### config.mk
export PLATFORM = sky130hd
export DESIGN_NAME = instruction_fetch
export DESIGN_NICKNAME = d
export VERILOG_FILES = /design/src/rtl/instruction_fetch.sv
export SDC_FILE = /design/constraint.sdc
export NUM_CORES = 1
export LEC_CHECK = 0
export BUFFER_PORTS_ARGS = -buffer_cell sky130_fd_sc_hd__buf_2
export CELL_PAD_IN_SITES_DETAIL_PLACEMENT = 0
export CELL_PAD_IN_SITES_GLOBAL_PLACEMENT = 1
export CORE_MARGIN = 3
export CORE_UTILIZATION = 44
export CTS_CLUSTER_SIZE = 24
export DETAILED_ROUTE_END_ITERATION = 12
export PLACE_DENSITY_LB_ADDON = 0.1
export SETUP_SLACK_MARGIN = 0.4
export SYNTH_ARGS = -nofsm -noshare
export SYNTH_HDL_FRONTEND = slang
export SYNTH_SLANG_ARGS = --single-unit
export TNS_END_PERCENT = 50
### constraint.sdc
create_clock -name clk -period 3.9 [get_ports clk]
set_input_delay 0.39 -clock clk [delete_from_list [all_inputs] [get_ports clk]]
set_output_delay 0.39 -clock clk [all_outputs]
set_load 0.1 [all_outputs]
### src/rtl/instruction_fetch.sv
// Instruction fetch: sequential PC generation, 1-cycle synchronous imem, 2-entry output queue.
// Latency: request to if_valid is 2 cycles with an empty queue; one instruction per cycle steady state.
// Backpressure: id_ready=0 holds the queue head; requests stop once queued + in-flight words reach the depth.
module instruction_fetch #(
  parameter logic [63:0] RESET_PC = 64'h0,
  parameter int          QDEPTH   = 2
) (
  input  logic        clk,
  input  logic        rst_n,
  input  logic        id_ready,
  input  logic        redirect_valid,
  input  logic [63:0] redirect_pc,
  input  logic [31:0] imem_rdata,
  output logic        imem_req,
  output logic [63:0] imem_addr,
  output logic        if_valid,
  output logic [31:0] if_inst,
  output logic [63:0] if_pc,
  output logic        fetch_err
);

  typedef enum logic {RUN, ERR} state_t;

  localparam logic [2:0] QFULL = 3'(QDEPTH);

  state_t      state, state_nxt;
  logic [63:0] fetch_pc;
  logic [63:0] inflight_pc;
  logic        inflight;
  logic [1:0]  count;
  logic [31:0] head_inst, tail_inst;
  logic [63:0] head_pc, tail_pc;

  logic        in_run;
  logic        redirect_ok;
  logic        pop;
  logic        push;
  logic        flush;
  logic [2:0]  occupancy;

  // State register; ERR is only left through reset.
  always_ff @(posedge clk or negedge rst_n) begin
    if (!rst_n) state <= RUN;
    else        state <= state_nxt;
  end

  // Next state: a misaligned redirect seen in RUN is fatal, an aligned one restarts fetch.
  always_comb begin
    state_nxt   = state;
    redirect_ok = 1'b0;
    case (state)
      RUN: begin
        if (redirect_valid) begin
          if (redirect_pc[1:0] != 2'b00) state_nxt = ERR;
          else                           redirect_ok = 1'b1;
        end
      end
      ERR:     state_nxt = ERR;
      default: state_nxt = RUN;
    endcase
  end

  // Handshake and request decisions. A redirect wins over pop and response arrival,
  // and the request gate counts the in-flight word so the queue can never overflow.
  always_comb begin
    in_run    = (state == RUN);
    if_valid  = in_run && (count != 2'd0);
    pop       = if_valid && id_ready && !redirect_valid;
    push      = inflight && in_run && !redirect_valid;
    flush     = !in_run || redirect_valid;
    occupancy = {1'b0, count} + {2'b00, inflight} - {2'b00, pop};
    // rst_n gates the request so it reads 0 while reset is held.
    imem_req  = rst_n && in_run && !redirect_valid && (occupancy < QFULL);
    imem_addr = fetch_pc;
    if_inst   = head_inst;
    if_pc     = head_pc;
    fetch_err = (state == ERR);
  end

  // Fetch PC and the single in-flight tracker; the PC wraps naturally at 64 bits.
  always_ff @(posedge clk or negedge rst_n) begin
    if (!rst_n) begin
      fetch_pc    <= RESET_PC;
      inflight    <= 1'b0;
      inflight_pc <= 64'h0;
    end else begin
      inflight <= imem_req;
      if (imem_req) begin
        inflight_pc <= fetch_pc;
        fetch_pc    <= fetch_pc + 64'd4;
      end else if (redirect_ok) begin
        fetch_pc <= redirect_pc;
      end
    end
  end

  // Two-entry queue kept as head/tail registers; the head only moves on a pop,
  // so it stays stable while decode is stalled.
  always_ff @(posedge clk or negedge rst_n) begin
    if (!rst_n) begin
      count     <= 2'd0;
      head_inst <= 32'h0;
      head_pc   <= 64'h0;
      tail_inst <= 32'h0;
      tail_pc   <= 64'h0;
    end else if (flush) begin
      count <= 2'd0;
    end else begin
      case ({pop, push})
        2'b10: begin
          head_inst <= tail_inst;
          head_pc   <= tail_pc;
          count     <= count - 2'd1;
        end
        2'b01: begin
          if (count == 2'd0) begin
            head_inst <= imem_rdata;
            head_pc   <= inflight_pc;
          end else begin
            tail_inst <= imem_rdata;
            tail_pc   <= inflight_pc;
          end
          count <= count + 2'd1;
        end
        2'b11: begin
          if (count == 2'd1) begin
            head_inst <= imem_rdata;
            head_pc   <= inflight_pc;
          end else begin
            head_inst <= tail_inst;
            head_pc   <= tail_pc;
            tail_inst <= imem_rdata;
            tail_pc   <= inflight_pc;
          end
        end
        default: ;
      endcase
    end
  end

endmodule

Yosys cells after proc, flatten, opt, wreduce, memory -nomap -nowiden --
Cells that the tools add are included.
Word-level totals: flip-flop bits (word level) 324, logic and storage cells 65
Operators by class: equal/unequal tests 7, reductions and logical operators 19, multiplexer cells 22, bitwise logic cells 2, $lt $le $gt $ge 1, add/sub/neg operators 5
Operator list (count):
- 2-to-1 mux 64 bit | 6
- case mux 64 bit (3 select lines) | 1
- 2-to-1 mux 32 bit | 4
- case mux 64 bit (2 select lines) | 1
- case mux 32 bit (3 select lines) | 1
- adder 64 x 3 -> 64 bit (second input constant) | 1
- case mux 32 bit (2 select lines) | 1
- logical AND 1 bit | 8
- nonzero test 2 bit | 4
- != test 2 bit (second input constant) | 3
- nonzero test 3 bit | 2
- 2-to-1 mux 1 bit | 5
- equality test 2 x 1 -> 1 bit (second input constant) | 2
- equality test 2 bit (second input constant) | 2
- case mux 2 bit (2 select lines) | 1
- AND reduction 4 bit | 1
- adder 2 x 1 -> 3 bit | 1
- less-than comparator 3 x 2 -> 1 bit (second input constant) | 1
- AND reduction 3 bit | 1
- subtractor 3 x 1 -> 3 bit | 1
- adder 2 x 1 -> 2 bit (second input constant) | 1
- logical NOT 2 bit | 1
- 2-to-1 mux 2 bit | 1
- NOT 1 bit | 2
- other kinds (4) | 4

Longest topological paths before layout --
word-level depth 8, gate-level depth with buffers 15

Worst setup path after synthesis --
No wires, ideal clock.
kind register to output, start reg state (netlist: fetch_err), end out imem_req, arrival time 3.985 ns, stages on the path, launching flop included 12, required time 3.510 ns, slack -0.475 ns, cell sequence dfrtp_1 -> buf_6 -> nor3_1 -> ha_1 -> nand2b_1 -> fa_1 -> nand4bb_4 -> or2_1 -> buf_6 -> clkinv_1 -> buf_2 -> buf_1
On the way: word-level cells in the longest chain between the ends 7, elaborated cells between the ends (all ways) 9, classes of those cells add/sub: 1; order compare: 1; bitwise: 1; reduce/logical: 6
Ends and longest elaborated chain:
- from (decl) | RTL line 26 | state_t state, state_nxt;
- from (signal assigned) | RTL line 44 | else state <= state_nxt;
- NOT 1 bit *
- logical AND 1 bit | RTL line 67 | if_valid = in_run && (count != 2'd0);
- logical AND 1 bit (2 in a row) | RTL line 68 | pop = if_valid && id_ready && !redirect_valid;
- subtractor 3 x 1 -> 3 bit | RTL line 71 | occupancy = {1'b0, count} + {2'b00, inflight} - {2'b00, pop};
- less-than comparator 3 x 2 -> 1 bit | RTL line 73 | imem_req = rst_n && in_run && !redirect_valid && (occupancy < QFULL);
- logical AND 1 bit * | RTL line 73
- to (decl) | RTL line 14 | output logic imem_req,
Every way passes the cells marked *; elsewhere a longest branch is shown, timed or not.

Worst setup path in the final report --
start reg count[0], end out imem_req
On the way: word-level cells in the longest chain between the ends 7, elaborated cells between the ends (all ways) 8, classes of those cells add/sub: 2; order compare: 1; reduce/logical: 5
Ends and longest elaborated chain:
- from (decl) | RTL line 30 | logic [1:0] count;
- from (signal assigned) | RTL line 113 | count <= count - 2'd1;
- from (signal assigned) | RTL line 123 | count <= count + 2'd1;
- nonzero test 2 bit | RTL line 67
- logical AND 1 bit | RTL line 67
- logical AND 1 bit (2 in a row) | RTL line 68
- subtractor 3 x 1 -> 3 bit * | RTL line 71
- less-than comparator 3 x 2 -> 1 bit * | RTL line 73
- logical AND 1 bit * | RTL line 73
Marks and branches as above.

==> reports/metrics.csv <==
stage;metric;value;unit
run_status;status;completed;
power_and_ir_drop;power.leakage;8.52;nW
grt;grt_antenna_before_repair;0;
place;globalplace.congestion;0.792;
finish;fin_nets;1757;
timing;fmax;0.287;GHz
critical_path;reg2reg_depth;13;
critical_path;critPathRequiredTime;3.51;ns
yosys;synthArstFlopShare;100;%
clock_network;cts_tree;built;
yosys;yosys_warnings;0;
worst_hold_path;min_path_type;in2reg;
yosys;synth_top_family_by_area;simple AND/OR/NAND/NOR gates;
place;post_dp_cell_area;16400;um2
yosys;synth_flop_cell;dfrtp_1;
yosys;synthXorXnorAreaFrac;0.241;%
yosys;yosys-top-cells-area;dfrtp_1, mux2_2, nand2_1;
finish;final_area;17900;um2
route;drt_iter0_drc;631;
grt;grt_max_degree;135;
yosys;synth_area_leader_cell;dfrtp_1;
finish;area_growth;23.2;%
power_and_ir_drop;power_density;537;nW/um2
flow_run;cap_violations;0;
clock_network;numCtsBuffers;37;
yosys;muxShareOfSynthArea;14.0;%
floorplanning;die-area;35300;um2
timing;finalCriticalPeriod;3.49;ns
critical_path;cp_cell_sequence;inv_2 > ha_4 > nand2b_4 > nor3_2 > ha_1 > nand2b_4 > fa_1 > nand4bb_4 > or2_4 > clkinv_8 > buf_12;
critical_path;cp_slowest_cell;fa_1;
route;ant_nets;0;
yosys;synth_edf_count;0;
floorplanning;num_rows;65;
critical_path;endpoint_kind;output pin;
power_and_ir_drop;vdd_ir_drop_max;0.395;mV
timing;fin_worst_skew;0.0175;ns
floorplanning;start_util;45.4;%
route;drt_wl_total;40.6;mm
clock_network;clock_latency;0.50;ns
timing;grt_setup_unrepaired;true;
critical_path;worst-setup-path-type;reg2out;
timing;slew_violations;0;
finish;diodes;0;
clock_network;htreeDepth;2;
yosys;syn_inst;1386;
grt;first_global_vias;11376;
yosys;synth_compound_area_share;9.29;%
critical_path;startpoint_type;register;
timing;finalSetupViolCount;0;
route;vias;11448;
yosys;ys_ff_latch;324;
critical_path;arrival;3.10;ns
place;dp_hpwl;26.9;mm
timing;max_slew.worst_pin.slew;0.925;ns
timing;hold_viol;0;
clock_network;cts_max_path_buffers;3;
floorplanning;coreArea;32000;um2
finish;drive_gt1_share;29.8;%
floorplanning;die_x;188;um
floorplanning;io_pins;263;
yosys;synth_simple_gate_area_share;17.6;%
route;wl_per_cell;19.3;um
yosys;synth.top_cell.area_share;55.7;%
clock_network;cts.reportedPaths.clkPinSlew;0.06;ns
critical_path;cp_common_cell;nand2b_4;
route;drt-pass1-iter-count;5;
worst_hold_path;holdPathStages;2;
yosys;synth_area;14600;um2
critical_path;critPathMaxStageDelay;0.58;ns
yosys;yosysUniqueCellTypes;63;
clock_network;numClockSinks;324;
place;numPortBuffers;262;
timing;tns;0;ns
floorplanning;die_h;188;um
clock_network;root_buffer;clkbuf_16;
timing;slew_headroom;38.3;%
grt;overflow;0;
route;routed_via_density;5.42;
critical_path;crit_fanout;5;
grt;grt_use_total;22.4;%
yosys;avgSynthCellArea;10.5;um2
route;remaining_drc_errors;0;
grt;grt_pass1_wl;63.7;mm
timing;min_period_over_period;89.4;%
yosys;ys_seq_area_share;55.7;%
yosys;syn_nets;1491;
yosys;synth_fa_ha_area_share;0.481;%
path summary, 6_finish.rpt:
check / startpoint / endpoint / slack (ns)
worst min-delay path: redirect_pc[63] / imem_addr[63]$_DFFE_PN0P_ / 0.09
worst min register to register: inflight_pc[21]$_DFFE_PN0P_ / inflight_pc[21]$_DFFE_PN0P_ / 0.49
min in group asynchronous: rst_n / if_inst[22]$_DFFE_PN0P_ / 0.47
max in group asynchronous: rst_n / tail_pc[32]$_DFFE_PN0P_ / 2.17
worst max register to register: count[0]$_DFFE_PN0P_ / imem_addr[25]$_DFFE_PN0P_ / 0.46
worst max-delay path: count[0]$_DFFE_PN0P_ / imem_req / 0.41
timing repair:
action / 4_1_cts / 5_1_grt
setup buffers: 1 / 17
resized for setup: 10 / 15
gates cloned: 0 / 2
hold endpoints to repair: 29 / 0
setup endpoints to repair: 30 / 50
hold buffers: 2 / 0
pin swaps: 0 / 9
registers in the layout, summed over array words and instances (netlist names):
| register | flops |
|---|---|
| tail_pc | 64 |
| fetch_err | 1 |
| if_inst | 32 |
| inflight | 1 |
| imem_addr | 64 |
| inflight_pc | 64 |
| tail_inst | 32 |
| count | 2 |
| if_pc | 64 |
where the power goes:
part / switching (mW) / internal (mW) / leakage (nW)
clock network: 1.36 / 2.08 / 0.599
logic: 1.95 / 0.346 / 3.61
registers: 0.273 / 3.62 / 4.32
total: 3.59 / 6.04 / 8.52
cells by family after synthesis:
logic type	Yosys count
DFF	324
xor gates and xnor gates	4
adders and majority gates	5
muxes	192
AOI/OAI and AO/OA	214
buffers and inverters	93
and+or+nand+nor	554
worst max-delay path: cells and delay by family, from the launching register on:
family                     cells  cell delay (ns)
adders and majority gates      3             1.00
buffers and inverters          3             0.33
and+or+nand+nor                5             0.87
DFF                            1             0.37
cells in the final DEF, fill, tap and decap left out, drive strengths merged, types with 9 or more instances in the layout:
| master | Yosys | routed |
|---|---|---|
| or3 | 9 | 9 |
| or4 | 13 | 13 |
| nand2 | 263 | 263 |
| nor4 | 14 | 14 |
| a21oi | 107 | 107 |
| nand3 | 50 | 50 |
| nand4 | 29 | 29 |
| mux2 | 96 | 96 |
| buf | 28 | 308 |
| nor3 | 19 | 19 |
| o211ai | 37 | 37 |
| o311ai | 19 | 19 |
| inv | 8 | 9 |
| dfrtp | 324 | 324 |
| clkbuf | 56 | 55 |
| o21ai | 17 | 17 |
| nor2 | 119 | 119 |
| and3 | 16 | 16 |
| mux2i | 96 | 96 |
per-layer routing:
layer	vias to the layer above	routed length [um]	part of all wire (%)	track usage, %
met2	300	18900	47	35.7
met1	5662	18800	46	31.8
met4	0	753	1.9	5.31
li1	5443	-	-	-
met5	-	0	0	0
met3	43	2190	5.4	4.11
final cells by class:
class,instances,area (um2)
fillers,2935,14100
well taps,435,544
repair buffers,311,1870
clock inverters,10,109
clock buffers,53,1100
inverters,9,46.3
multi-input cells,969,6160
flip-flops and latches,324,8110
stage by stage:
| step | setup slack, ns | utilization [%] | hold slack [ns] | cells | power, mW |
|---|---|---|---|---|---|
| CTS | 0.218 | 55.2 | 0.0723 | 2092 | 9.73 |
| global placement | 0.273 | 51.1 | 0.277 | 2026 | 6.23 |
| floorplan | 0.430 | - | 0.0944 | 1386 | 5.72 |
| global route | 0.271 | 56.0 | 0.0956 | 2111 | 9.99 |
| detailed placement | 0.198 | 51.1 | 0.279 | 2026 | 6.25 |
| finish | 0.413 | 56.0 | 0.0945 | 2111 | 9.63 |
synth_stat cells, drive strengths merged, types with 4 or more instances:
cell type  count
a21oi        107
dfrtp        324
and2           6
clkbuf        56
buf           28
nor3          19
o311ai        19
nand3         50
ha             4
or4           13
and3          16
mux2i         96
nor2         119
nor4          14
mux2          96
or3            9
nand2        263
o21ai         17
o211ai        37
nand4         29
a31oi          4
inv            8
or2            4
Power figures use the tool's default switching activity.
